[src/rtl/wide_add_pkg.sv]
// Shared definitions for the limb-serial wide adder: default geometry and
// the sequencer state encoding.
package wide_add_pkg;

    localparam int DEF_WIDTH = 16;
    localparam int DEF_LIMBS = 4;

    typedef enum logic [1:0] {
        IDLE = 2'd0,
        RUN  = 2'd1,
        DONE = 2'd2
    } state_t;

endpackage

[src/rtl/wide_add_seq_if.sv]
// Operand/result bundle between producer, sequencer and consumer.
// Handshake: a transfer happens on a rising edge where valid and ready are both 1;
// valid never depends on ready, and payload is only meaningful while valid is 1.
interface wide_add_seq_if import wide_add_pkg::*; #(
    parameter int WIDTH = DEF_WIDTH,
    parameter int LIMBS = DEF_LIMBS
) ();

    logic                     in_valid;
    logic                     in_ready;
    logic [WIDTH*LIMBS-1:0]   a;
    logic [WIDTH*LIMBS-1:0]   b;
    logic                     sub;
    logic                     out_valid;
    logic                     out_ready;
    logic [WIDTH*LIMBS-1:0]   sum;
    logic                     cout;
    logic                     busy;

    modport master (
        output in_valid, a, b, sub, out_ready,
        input  in_ready, out_valid, sum, cout, busy
    );

    modport slave (
        input  in_valid, a, b, sub, out_ready,
        output in_ready, out_valid, sum, cout, busy
    );

endinterface

[src/rtl/adder_limb.sv]
// One WIDTH-bit ripple-carry adder slice with carry in and carry out.
module adder_limb #(
    parameter int WIDTH = 16
) (
    input  logic [WIDTH-1:0] a,
    input  logic [WIDTH-1:0] b,
    input  logic             cin,
    output logic [WIDTH-1:0] sum,
    output logic             cout
);

    logic [WIDTH:0] w_full;

    assign w_full = {1'b0, a} + {1'b0, b} + {{WIDTH{1'b0}}, cin};
    assign sum    = w_full[WIDTH-1:0];
    assign cout   = w_full[WIDTH];

endmodule

[src/rtl/wide_add_seq.sv]
// Multi-precision add/subtract: one shared limb adder walks the operands
// least-significant limb first, carrying between limbs in a register.
module wide_add_seq import wide_add_pkg::*; #(
    parameter int WIDTH = DEF_WIDTH,
    parameter int LIMBS = DEF_LIMBS
) (
    input  logic  clk,
    input  logic  rst,
    wide_add_seq_if.slave bus,
    output state_t o_dbg_state
);

    localparam int OPW  = WIDTH * LIMBS;
    localparam int IDXW = (LIMBS > 1) ? $clog2(LIMBS) : 1;
    localparam logic [IDXW-1:0] LAST_IDX = IDXW'(LIMBS - 1);

    state_t          r_state;
    logic [OPW-1:0]  r_a;
    logic [OPW-1:0]  r_b;
    logic [OPW-1:0]  r_sum;
    logic            r_carry;
    logic            r_cout;
    logic [IDXW-1:0] r_idx;

    logic [WIDTH-1:0] w_a_limb;
    logic [WIDTH-1:0] w_b_limb;
    logic [WIDTH-1:0] w_s;
    logic             w_c;

    assign w_a_limb = r_a[int'(r_idx)*WIDTH +: WIDTH];
    assign w_b_limb = r_b[int'(r_idx)*WIDTH +: WIDTH];

    adder_limb #(.WIDTH(WIDTH)) u_limb (
        .a    (w_a_limb),
        .b    (w_b_limb),
        .cin  (r_carry),
        .sum  (w_s),
        .cout (w_c)
    );

    // Subtraction is a + ~b + 1: b is inverted at capture and the +1 enters as the first carry.
    always_ff @(posedge clk) begin
        if (rst) begin
            r_state <= IDLE;
            r_a     <= '0;
            r_b     <= '0;
            r_sum   <= '0;
            r_carry <= 1'b0;
            r_cout  <= 1'b0;
            r_idx   <= '0;
        end else begin
            case (r_state)
                IDLE: begin
                    if (bus.in_valid) begin
                        r_a     <= bus.a;
                        r_b     <= bus.sub ? ~bus.b : bus.b;
                        r_carry <= bus.sub;
                        r_idx   <= '0;
                        r_sum   <= '0;
                        r_state <= RUN;
                    end
                end
                RUN: begin
                    r_sum[int'(r_idx)*WIDTH +: WIDTH] <= w_s;
                    r_carry <= w_c;
                    if (r_idx == LAST_IDX) begin
                        r_idx   <= '0;
                        r_cout  <= w_c;
                        r_state <= DONE;
                    end else begin
                        r_idx <= r_idx + 1'b1;
                    end
                end
                DONE: begin
                    if (bus.out_ready) begin
                        r_state <= IDLE;
                    end
                end
                default: r_state <= IDLE;
            endcase
        end
    end

    assign bus.in_ready  = (r_state == IDLE);
    assign bus.out_valid = (r_state == DONE);
    assign bus.busy      = (r_state == RUN) || (r_state == DONE);
    assign bus.sum       = r_sum;
    assign bus.cout      = r_cout;
    assign o_dbg_state   = r_state;

endmodule

[src/flat_wrapper.sv]
// flat-port wrapper written by rule: the top's interface ports become plain ports
module wide_add_seq_flat import wide_add_pkg::*;
#(
    parameter int WIDTH = DEF_WIDTH,
    parameter int LIMBS = DEF_LIMBS
)
  (clk, rst, o_dbg_state, bus_in_valid, bus_a, bus_b, bus_sub, bus_out_ready, bus_in_ready, bus_out_valid, bus_sum, bus_cout, bus_busy);
  wide_add_seq_if #(.WIDTH(WIDTH), .LIMBS(LIMBS)) bus_i ();
  input  logic clk;
  input  logic rst;
  output state_t o_dbg_state;
  input wire logic [$bits(bus_i.in_valid)-1:0] bus_in_valid;
  input wire logic [$bits(bus_i.a)-1:0] bus_a;
  input wire logic [$bits(bus_i.b)-1:0] bus_b;
  input wire logic [$bits(bus_i.sub)-1:0] bus_sub;
  input wire logic [$bits(bus_i.out_ready)-1:0] bus_out_ready;
  output wire logic [$bits(bus_i.in_ready)-1:0] bus_in_ready;
  output wire logic [$bits(bus_i.out_valid)-1:0] bus_out_valid;
  output wire logic [$bits(bus_i.sum)-1:0] bus_sum;
  output wire logic [$bits(bus_i.cout)-1:0] bus_cout;
  output wire logic [$bits(bus_i.busy)-1:0] bus_busy;
  assign bus_i.in_valid = bus_in_valid;
  assign bus_i.a = bus_a;
  assign bus_i.b = bus_b;
  assign bus_i.sub = bus_sub;
  assign bus_i.out_ready = bus_out_ready;
  assign bus_in_ready = bus_i.in_ready;
  assign bus_out_valid = bus_i.out_valid;
  assign bus_sum = bus_i.sum;
  assign bus_cout = bus_i.cout;
  assign bus_busy = bus_i.busy;
  wide_add_seq #(.WIDTH(WIDTH), .LIMBS(LIMBS)) u_core (.clk(clk), .rst(rst), .bus(bus_i), .o_dbg_state(o_dbg_state));
endmodule
[config.mk]
export PLATFORM = sky130hd
export DESIGN_NAME = wide_add_seq_flat
export DESIGN_NICKNAME = d
export VERILOG_FILES = /design/src/rtl/wide_add_pkg.sv /design/src/rtl/wide_add_seq_if.sv /design/src/rtl/adder_limb.sv /design/src/rtl/wide_add_seq.sv /design/src/flat_wrapper.sv
export SDC_FILE = /design/constraint.sdc
export NUM_CORES = 1
export LEC_CHECK = 0
export BUFFER_PORTS_ARGS = -buffer_cell sky130_fd_sc_hd__buf_2
export CORE_ASPECT_RATIO = 0.5
export CORE_MARGIN = 2
export CORE_UTILIZATION = 30
export CTS_CLUSTER_SIZE = 30
export DETAILED_ROUTE_END_ITERATION = 8
export GPL_ROUTABILITY_DRIVEN = 0
export PLACE_DENSITY = 0.45
export REMOVE_ABC_BUFFERS = 1
export SLEW_MARGIN = 20
export SYNTH_ARGS = -nofsm -noshare
export SYNTH_HDL_FRONTEND = slang
export SYNTH_HIERARCHICAL = 1
export SYNTH_SLANG_ARGS = --single-unit
[constraint.sdc]
create_clock -name clk -period 7.7 [get_ports clk]
set_input_delay 0.385 -clock clk [delete_from_list [all_inputs] [get_ports clk]]
set_output_delay 0.385 -clock clk [all_outputs]
set_load 0.02 [all_outputs]
[Word level (Yosys, flattened, before mapping)]
Index checks and enable logic that the tools add are counted.
Widths: inputs -> output; s select.
Cells by class
  reductions and logical operators: 7
  equal/unequal tests: 6
  bitwise gates (word level): 1
  shifts and indexed selects: 4
  muxes and demuxes: 13
  $add $sub $neg: 4
Operators with widths (count)
  $mux 64: 2
  $pmux 64 s2: 1
  $shiftx 64x7->16: 2
  $bwmux 64: 1
  $not 64->64: 1
  $shift 16x33->64 const A: 1
  $shiftx 16x33->64: 1
  $neg 6->33: 1
  $add 16x16->17: 1
  $add 17x1->17: 1
  $mux 2: 5
  $pmux 2 s3: 1
  $reduce_and 2->1: 3
  $eq 2x2->1 const B: 2
  $ne 2x2->1 const B: 2
  $pmux 2 s2: 1
  $reduce_and 3->1: 1
  $add 2x1->2 const B: 1
  $eq 2x1->1 const B: 1
  $logic_not 2->1: 1
  $ne 2x1->1 const B: 1
  $pmux 1 s2: 1
  $reduce_bool 2->1: 1
  $logic_or 1x1->1: 1
  $mux 1: 1
Word-level totals
  bits of input ports: 133
  register bits after elaboration: 198
  logic and storage cells: 42

[Longest topological paths before layout]
Gate-level depths: netlist of the first run.
  depth in word-level cells: 6
  mapped depth: 15
  mapped depth without buffers: 12

[By module]
Netlist of the first run, hierarchy kept.
By module, submodules not included
  wide_add_seq: cells an instance 1029, instances 1, area an instance 9499.1 µm²
  adder_limb: cells an instance 108, instances 1, area an instance 830.8 µm²

[Least setup slack after synthesis of the first run]
No wires, ideal clock.
  path kind: register to register
  from: register u_core.r_idx[0]
  to: register u_core.r_sum[46] (netlist: u_core/bus.sum[46])
  path buffers: 2
  clock period less this slack: 3649 ps
  library setup time: 60 ps
  cell stages (with the launch flop): 15
  path slack: 4051 ps
  arrival time: 3590 ps
  data required time: 7640 ps
  cell sequence: dfxtp_1 buf_4 buf_4 mux4_2 fa_1 fa_1 a21oi_1 o21ai_1 a221oi_2 o211ai_1 a21oi_2 xnor2_1 nor4bb_1 nand4_1 nand2_1
On the way
  cells in the longest elaborated chain, start to end: 6
  elaborated cells between the ends (all ways): 9
RTL lines
  start, declared: line wide_add_seq.sv:23  | logic [IDXW-1:0] r_idx;
  start signal, assigned: line wide_add_seq.sv:71  | r_idx <= r_idx + 1'b1;
  $shiftx 64x7->16: line wide_add_seq.sv:31  | assign w_b_limb = r_b[int'(r_idx)*WIDTH +: WIDTH];
  net u_core.w_b_limb[0]: line wide_add_seq.sv:26  | logic [WIDTH-1:0] w_b_limb;
  $add 16x16->17: line adder_limb.sv:14  | assign w_full = {1'b0, a} + {1'b0, b} + {{WIDTH{1'b0}}, cin};
  $add 17x1->17: line adder_limb.sv:14
  net u_core.w_s[14]: line wide_add_seq.sv:27  | logic [WIDTH-1:0] w_s;
  $shiftx 16x33->64: line wide_add_seq.sv:64  | r_sum[int'(r_idx)*WIDTH +: WIDTH] <= w_s;
  $bwmux 64: line wide_add_seq.sv:64
  $pmux 64 s2: line wide_add_seq.sv:52  | case (r_state)
  end signal, assigned by index: line wide_add_seq.sv:64
  end, declared: line wide_add_seq.sv:20  | logic [OPW-1:0] r_sum;
The timed path passes the listed nets, and every way through them passes these cells.
A chain may end at the register's enable or synchronous reset.

[Final worst setup path of the first run]
  from: register u_core.r_idx[0]
  to: register u_core.r_sum[47] (netlist: u_core/bus.sum[47])
Same word-level chain as after synthesis.

==> impl_metrics.toml, run 1 <==
[power_and_ir_drop]
pwr-share-comb_pct = 26.9
power_frac_clock_pct = 33.2
total_power_w = 0.002923
power.leakage_nw = 4.741
p_sw_w = 0.0009730
p_sw_share_pct = 33.28
ir_drop_uv = 129.3
p_seq_share_pct = 39.9
power.density_mw_per_mm2 = 243.6
p_int_w = 0.001950

[sta]
rsz0062_at_grt = "false"
max_freq_mhz = 212.1
layout_min_cycle_time_ps = 4714
fin_hold_ws_ps = 169.9
tns_ps = 0
max_slew_margin_pct = 29.62
tightest_slew_ps = 1056
setup_viol_count_final = 0
slew_viol_final = 0
fin_skew_ps = 9.649
hold_violations = 0
finalCritPeriodShare_pct = 61.22

[die]
fp.dieH_um = 135.2
row_count = 47
die_area_sq_mm = 0.03602
num_io_pins = 203
die_w_um = 266.4
placeableCoreArea_sq_mm = 0.03346
start_util_pct = 30.87

[layout]
num_antenna_cells = 0
areaGrowthSynthToFinish_pct = 16.18
fin_util_pct = 35.87
fin_nets = 1413
stdcell_count = 1708
final_cell_mix = "buf_2 (200), dfxtp_1 (196), nand2_1 (151)"
final_common_cell = "buf_2"
drive_gt1_share_pct = 26.68

[synth]
synth-seq-area-share_pct = 38.37
synth_mux_area_share_pct = 7.607
synthFlopType = "dfxtp_1"
netlist-cell-type-count = 54
synthCells = 1137
synth_compound_area_share_pct = 18.47
synth_top_family_by_area = "simple AND/OR/NAND/NOR gates"
netlist_area_sq_mm = 0.01033
synth_warnings = 6
synth_xor_area_share_pct = 6.444
async_flop_share_pct = 0
yosys.area_share.adder_pct = 3.295
yosys.area_share.simple_pct = 19.55
avgSynthCellArea_sq_um = 9.085
ys_ff_latch = 198
synth_edf_count = 0

[clock_tree]
cts_buffers = 17
cts_sinks = 198
cts_tree = "done"
post-cts-setup-buffers = 0
htreeDepth = 4
clockBufferDepth = 2
clock_latency_ps = 460
post_cts_resized = 0
cts-root-buf = "clkbuf_16"
clkTransAtPathRegs_ps = 70
cts_hold_buf = 0

[critical_path]
critPathMaxFanout = 22
critPathLaunchType = "flop"
critPathKind = "reg2reg"
required_ps = 8090
rr_worst_depth = 11
critPathLaunch = "u_core/r_idx[0]$_SDFFE_PP0P_"
cp-end-kind = "flop"
critPathArrivalTime_ps = 5110
r2r_start = "u_core/r_idx[0]$_SDFFE_PP0P_"

[placed_design]
dp_cells = 1676
portBuffers = 202
post-dp-hpwl_um = 21690

[status]
status = "completed"

[routing]
drtIter0Drc = 611
drt_wl_total_um = 31580
drc = 0
vias = 8676
ant_nets = 0
routedWlPerCell_um = 18.49
first_pass_iters = 8
via_per_inst = 5.080

[flow_run]
max_cap_viol_count = 0

[hold_path]
hold_depth = 3
hold_class = "in2reg"
min_from = "bus_a[24]"

[global_route]
antenna_found_initial = 0
grtUsageTotal_pct = 17.57
grt_max_degree = 83
overflow = 0
grt_pass1_vias = 8749
grt_pass1_wl_um = 49250
-- layout make-up --
class	instances	area, sq um
fillers	3468	21460
multi-input cells	819	5738
flip-flops and latches	198	3966
repair buffers	211	1087
well taps	441	551.8
clock buffers	21	460.4
clock inverters	11	171.4
inverters	7	26.28
-- cells in the mapped netlist (all sizes together) (24+ instances only) --
cell / number / area share [%]
a211oi: 66 / 6.8
a21oi: 127 / 6.3
buf: 74 / 4.5
clkbuf: 39 / 1.5
dfxtp: 198 / 38
ha: 24 / 2.9
mux4: 32 / 7.0
nand2: 152 / 5.5
nand4: 66 / 4.0
nor2: 75 / 2.7
o21ai: 72 / 3.5
xnor2: 73 / 6.2
-- metrics by stage --
stage / worst slack, ps / cell area [sq um]
after global placement: 3098 / 11370
final: 2986 / 12000
after floorplan: 2435 / 9709
after global routing: 2665 / 12000
after detailed placement: 3063 / 11370
after CTS: 3035 / 12000
-- sequential cells by signal, summed over array words and instances (netlist names) --
signal,count
u_core/bus.sum,64
u_core/r_idx,2
u_core/bus.cout,1
u_core/r_b,64
u_core/r_a,64
u_core/r_carry,1
u_core/o_dbg_state,2
-- critical path, cell delays in order (launching register included) --
cell,delay [ps]
dfxtp_2,720
buf_4,520
mux4_2,590
ha_1,440
a21oi_1,430
nor2_1,70
a2111oi_0,530
a31oi_1,180
xor2_1,560
nor4bb_1,370
nand4_1,130
nand2_1,110
-- kinds of logic (layout without fill, tap and decap cells) --
family	count (synthesis)	in the layout
compound gates	286	286
flops	198	198
mux	38	38
simple gates	393	393
xor+xnor	76	76
fa+ha+maj	26	26
buf+inv	120	250
-- worst paths after layout --
kind	endpoint	slack, ps
min reg2reg	u_core/r_a[34]$_SDFFE_PP0P_	450
min	u_core/r_a[24]$_SDFFE_PP0P_	170
max	u_core/bus.sum[47]$_SDFFE_PP0P_	2990
max reg2reg	u_core/bus.sum[47]$_SDFFE_PP0P_	2990
-- routing by layer --
layer  routed length (um)  track usage (%)
met1                14760            22.98
met2                15450            30.12
met3                 1008            3.126
met4                  365            4.463
met5                    0                0
-- power groups by stage --
stage	registers, W	logic, W	clock network (W)
floorplan	0.00118	0.000513	0
global placement	0.00119	0.000774	0
detailed placement	0.00119	0.000784	0
CTS	0.00117	0.000787	0.00100
global route	0.00118	0.000858	0.00104
finish	0.00117	0.000787	0.000971
Power figures use the tool's default switching activity.
==> run 2, diff against run 1 <==
==> constraint.sdc (replaced) <==
create_clock -name clk -period 4.8 [get_ports clk]
set_input_delay 0.24 -clock clk [delete_from_list [all_inputs] [get_ports clk]]
set_output_delay 0.24 -clock clk [all_outputs]
set_load 0.02 [all_outputs]
==> impl_metrics.toml, run 2 (same netlist as run 1, synthesis figures left out) <==
[clock_tree]
clkTransAtPathRegs_ps = 70
cts-root-buf = "clkbuf_16"
cts_buffers = 17
cts_sinks = 198
post_cts_resized = 0
post-cts-setup-buffers = 0
cts_tree = "done"
clock_latency_ps = 460
htreeDepth = 4
cts_hold_buf = 0
clockBufferDepth = 2

[power_and_ir_drop]
p_sw_w = 0.001546
power_frac_clock_pct = 30.5
ir_drop_uv = 235.7
power.density_mw_per_mm2 = 376.4
p_seq_share_pct = 41.4
total_power_w = 0.004503
p_int_w = 0.002957
pwr-share-comb_pct = 28.1
p_sw_share_pct = 34.32
power.leakage_nw = 4.718

[layout]
drive_gt1_share_pct = 26.74
fin_nets = 1416
final_cell_mix = "buf_2 (200), dfxtp_1 (196), nand2_1 (151)"
fin_area_sq_mm = 0.01196
num_antenna_cells = 0
areaGrowthSynthToFinish_pct = 15.81
fin_util_pct = 35.75
final_common_cell = "buf_2"

[global_route]
use_met3_pct = 3.199
grt_max_degree = 117
grtUsageTotal_pct = 17.14
top_usage_layer = "met2"
grt_util_met1_pct = 23.29
grt_pass1_wl_um = 47890
grt_pass1_vias = 8435
grt_use_met2_pct = 28.10
overflow = 0
antenna_found_initial = 0

[sta]
setup_viol_count_final = 0
max_freq_mhz = 260.0
max_slew_margin_pct = 34.23
finalCritPeriodShare_pct = 80.14
fin_skew_ps = 11.97
hold_violations = 0
layout_min_cycle_time_ps = 3847
tightest_slew_ps = 986.6
slew_viol_final = 0
rsz0062_at_grt = "false"
fin_hold_ws_ps = 25.55

[critical_path]
worstReg2RegEnd = "u_core/bus.sum[47]$_SDFFE_PP0P_"
r2r_slack_ps = 950
rr_worst_depth = 11
critPathMaxFanout = 16
critPathLaunchType = "flop"
r2r_start = "u_core/r_idx[1]$_SDFFE_PP0P_"
critPathArrivalTime_ps = 4240
critPathKind = "reg2reg"
required_ps = 5200
cp-end-kind = "flop"

[routing]
drtIter0Drc = 505
ant_nets = 0
drc = 0
vias = 8565
via_per_inst = 5.012
drt_wl_total_um = 30990
first_pass_iters = 5
routedWlPerCell_um = 18.13

[die]
start_util_pct = 30.87
row_count = 47
die_area_sq_mm = 0.03602
fp.dieH_um = 135.2
num_io_pins = 203
die_w_um = 266.4
placeableCoreArea_sq_mm = 0.03346

[flow_run]
max_cap_viol_count = 0

[placed_design]
post-dp-hpwl_um = 21700
portBuffers = 202
placed_area_sq_mm = 0.01142

[hold_path]
hold_depth = 3
hold_class = "in2reg"
min_from = "bus_a[54]"
worstHoldEndpoint = "u_core/r_a[54]$_SDFFE_PP0P_"

[status]
status = "completed"
-- run 2: cell count changes in the layout (fill, tap and decap cells not counted), sizes merged --
cell,previous run,this run
clkbuf,21,24
buf,211,214
clkinv,3,1
inv,9,8
bufinv,4,0
clkinvlp,2,4
-- run 2: routing by layer --
metal	wire [um]	up-vias
li1	-	4289
met1	14840	4099
met2	14710	151
met3	1057	26
met4	385	0
met5	0	-
-- run 2: metrics by stage --
step                std cells  worst slack (ps)  TNS (ps)
finish                   1709             953.5         0
global route             1709             643.6         0
CTS                      1709             977.0         0
detailed placement       1679             998.4         0
global placement         1679              1101         0
floorplan                1024            -464.7    -51440
-- run 2: worst max-delay path, stage by stage (launching register included) --
cell	delay [ps]
dfxtp_2	570
buf_4	360
mux4_2	540
ha_1	430
a21oi_1	300
nor2_1	60
a2111oi_0	340
a31oi_1	150
xor2_1	440
nor4bb_1	360
nand4_1	120
nand2_1	100
-- run 2: how the worst max path moves through the flow --
stage,startpoint,endpoint,cells after the start
2_1_floorplan,u_core/o_dbg_state[0]$_SDFFE_PP0P_,u_core/r_carry$_SDFFE_PP0P_,5
3_3_place_gp,u_core/r_idx[1]$_SDFFE_PP0P_,u_core/bus.sum[47]$_SDFFE_PP0P_,11
3_5_place_dp,u_core/r_idx[1]$_SDFFE_PP0P_,u_core/bus.sum[47]$_SDFFE_PP0P_,11
4_1_cts,u_core/r_idx[1]$_SDFFE_PP0P_,u_core/bus.sum[47]$_SDFFE_PP0P_,11
5_1_grt,u_core/r_idx[1]$_SDFFE_PP0P_,u_core/bus.sum[47]$_SDFFE_PP0P_,11
6_report,u_core/r_idx[1]$_SDFFE_PP0P_,u_core/bus.sum[47]$_SDFFE_PP0P_,11
-- run 2: area by class of cell --
cell class                      instances  area (sq um)
Clock buffer                           24         501.7
Inverter                                7         26.28
Fill cell                            3527         21500
Timing Repair Buffer                  214          1135
Tap cell                              441         551.8
Clock inverter                          6         43.79
Sequential cell                       198          3966
Multi-Input combinational cell        819          5738
-- run 2: power by group through the flow --
stage | combinational [W] | clock, W | sequential, W
6_report | 0.00127 | 0.00137 | 0.00186
5_1_grt | 0.00138 | 0.00148 | 0.00188
4_1_cts | 0.00127 | 0.00142 | 0.00187
3_5_place_dp | 0.00126 | 0 | 0.00190
3_3_place_gp | 0.00125 | 0 | 0.00190
2_1_floorplan | 0.000822 | 0 | 0.00190
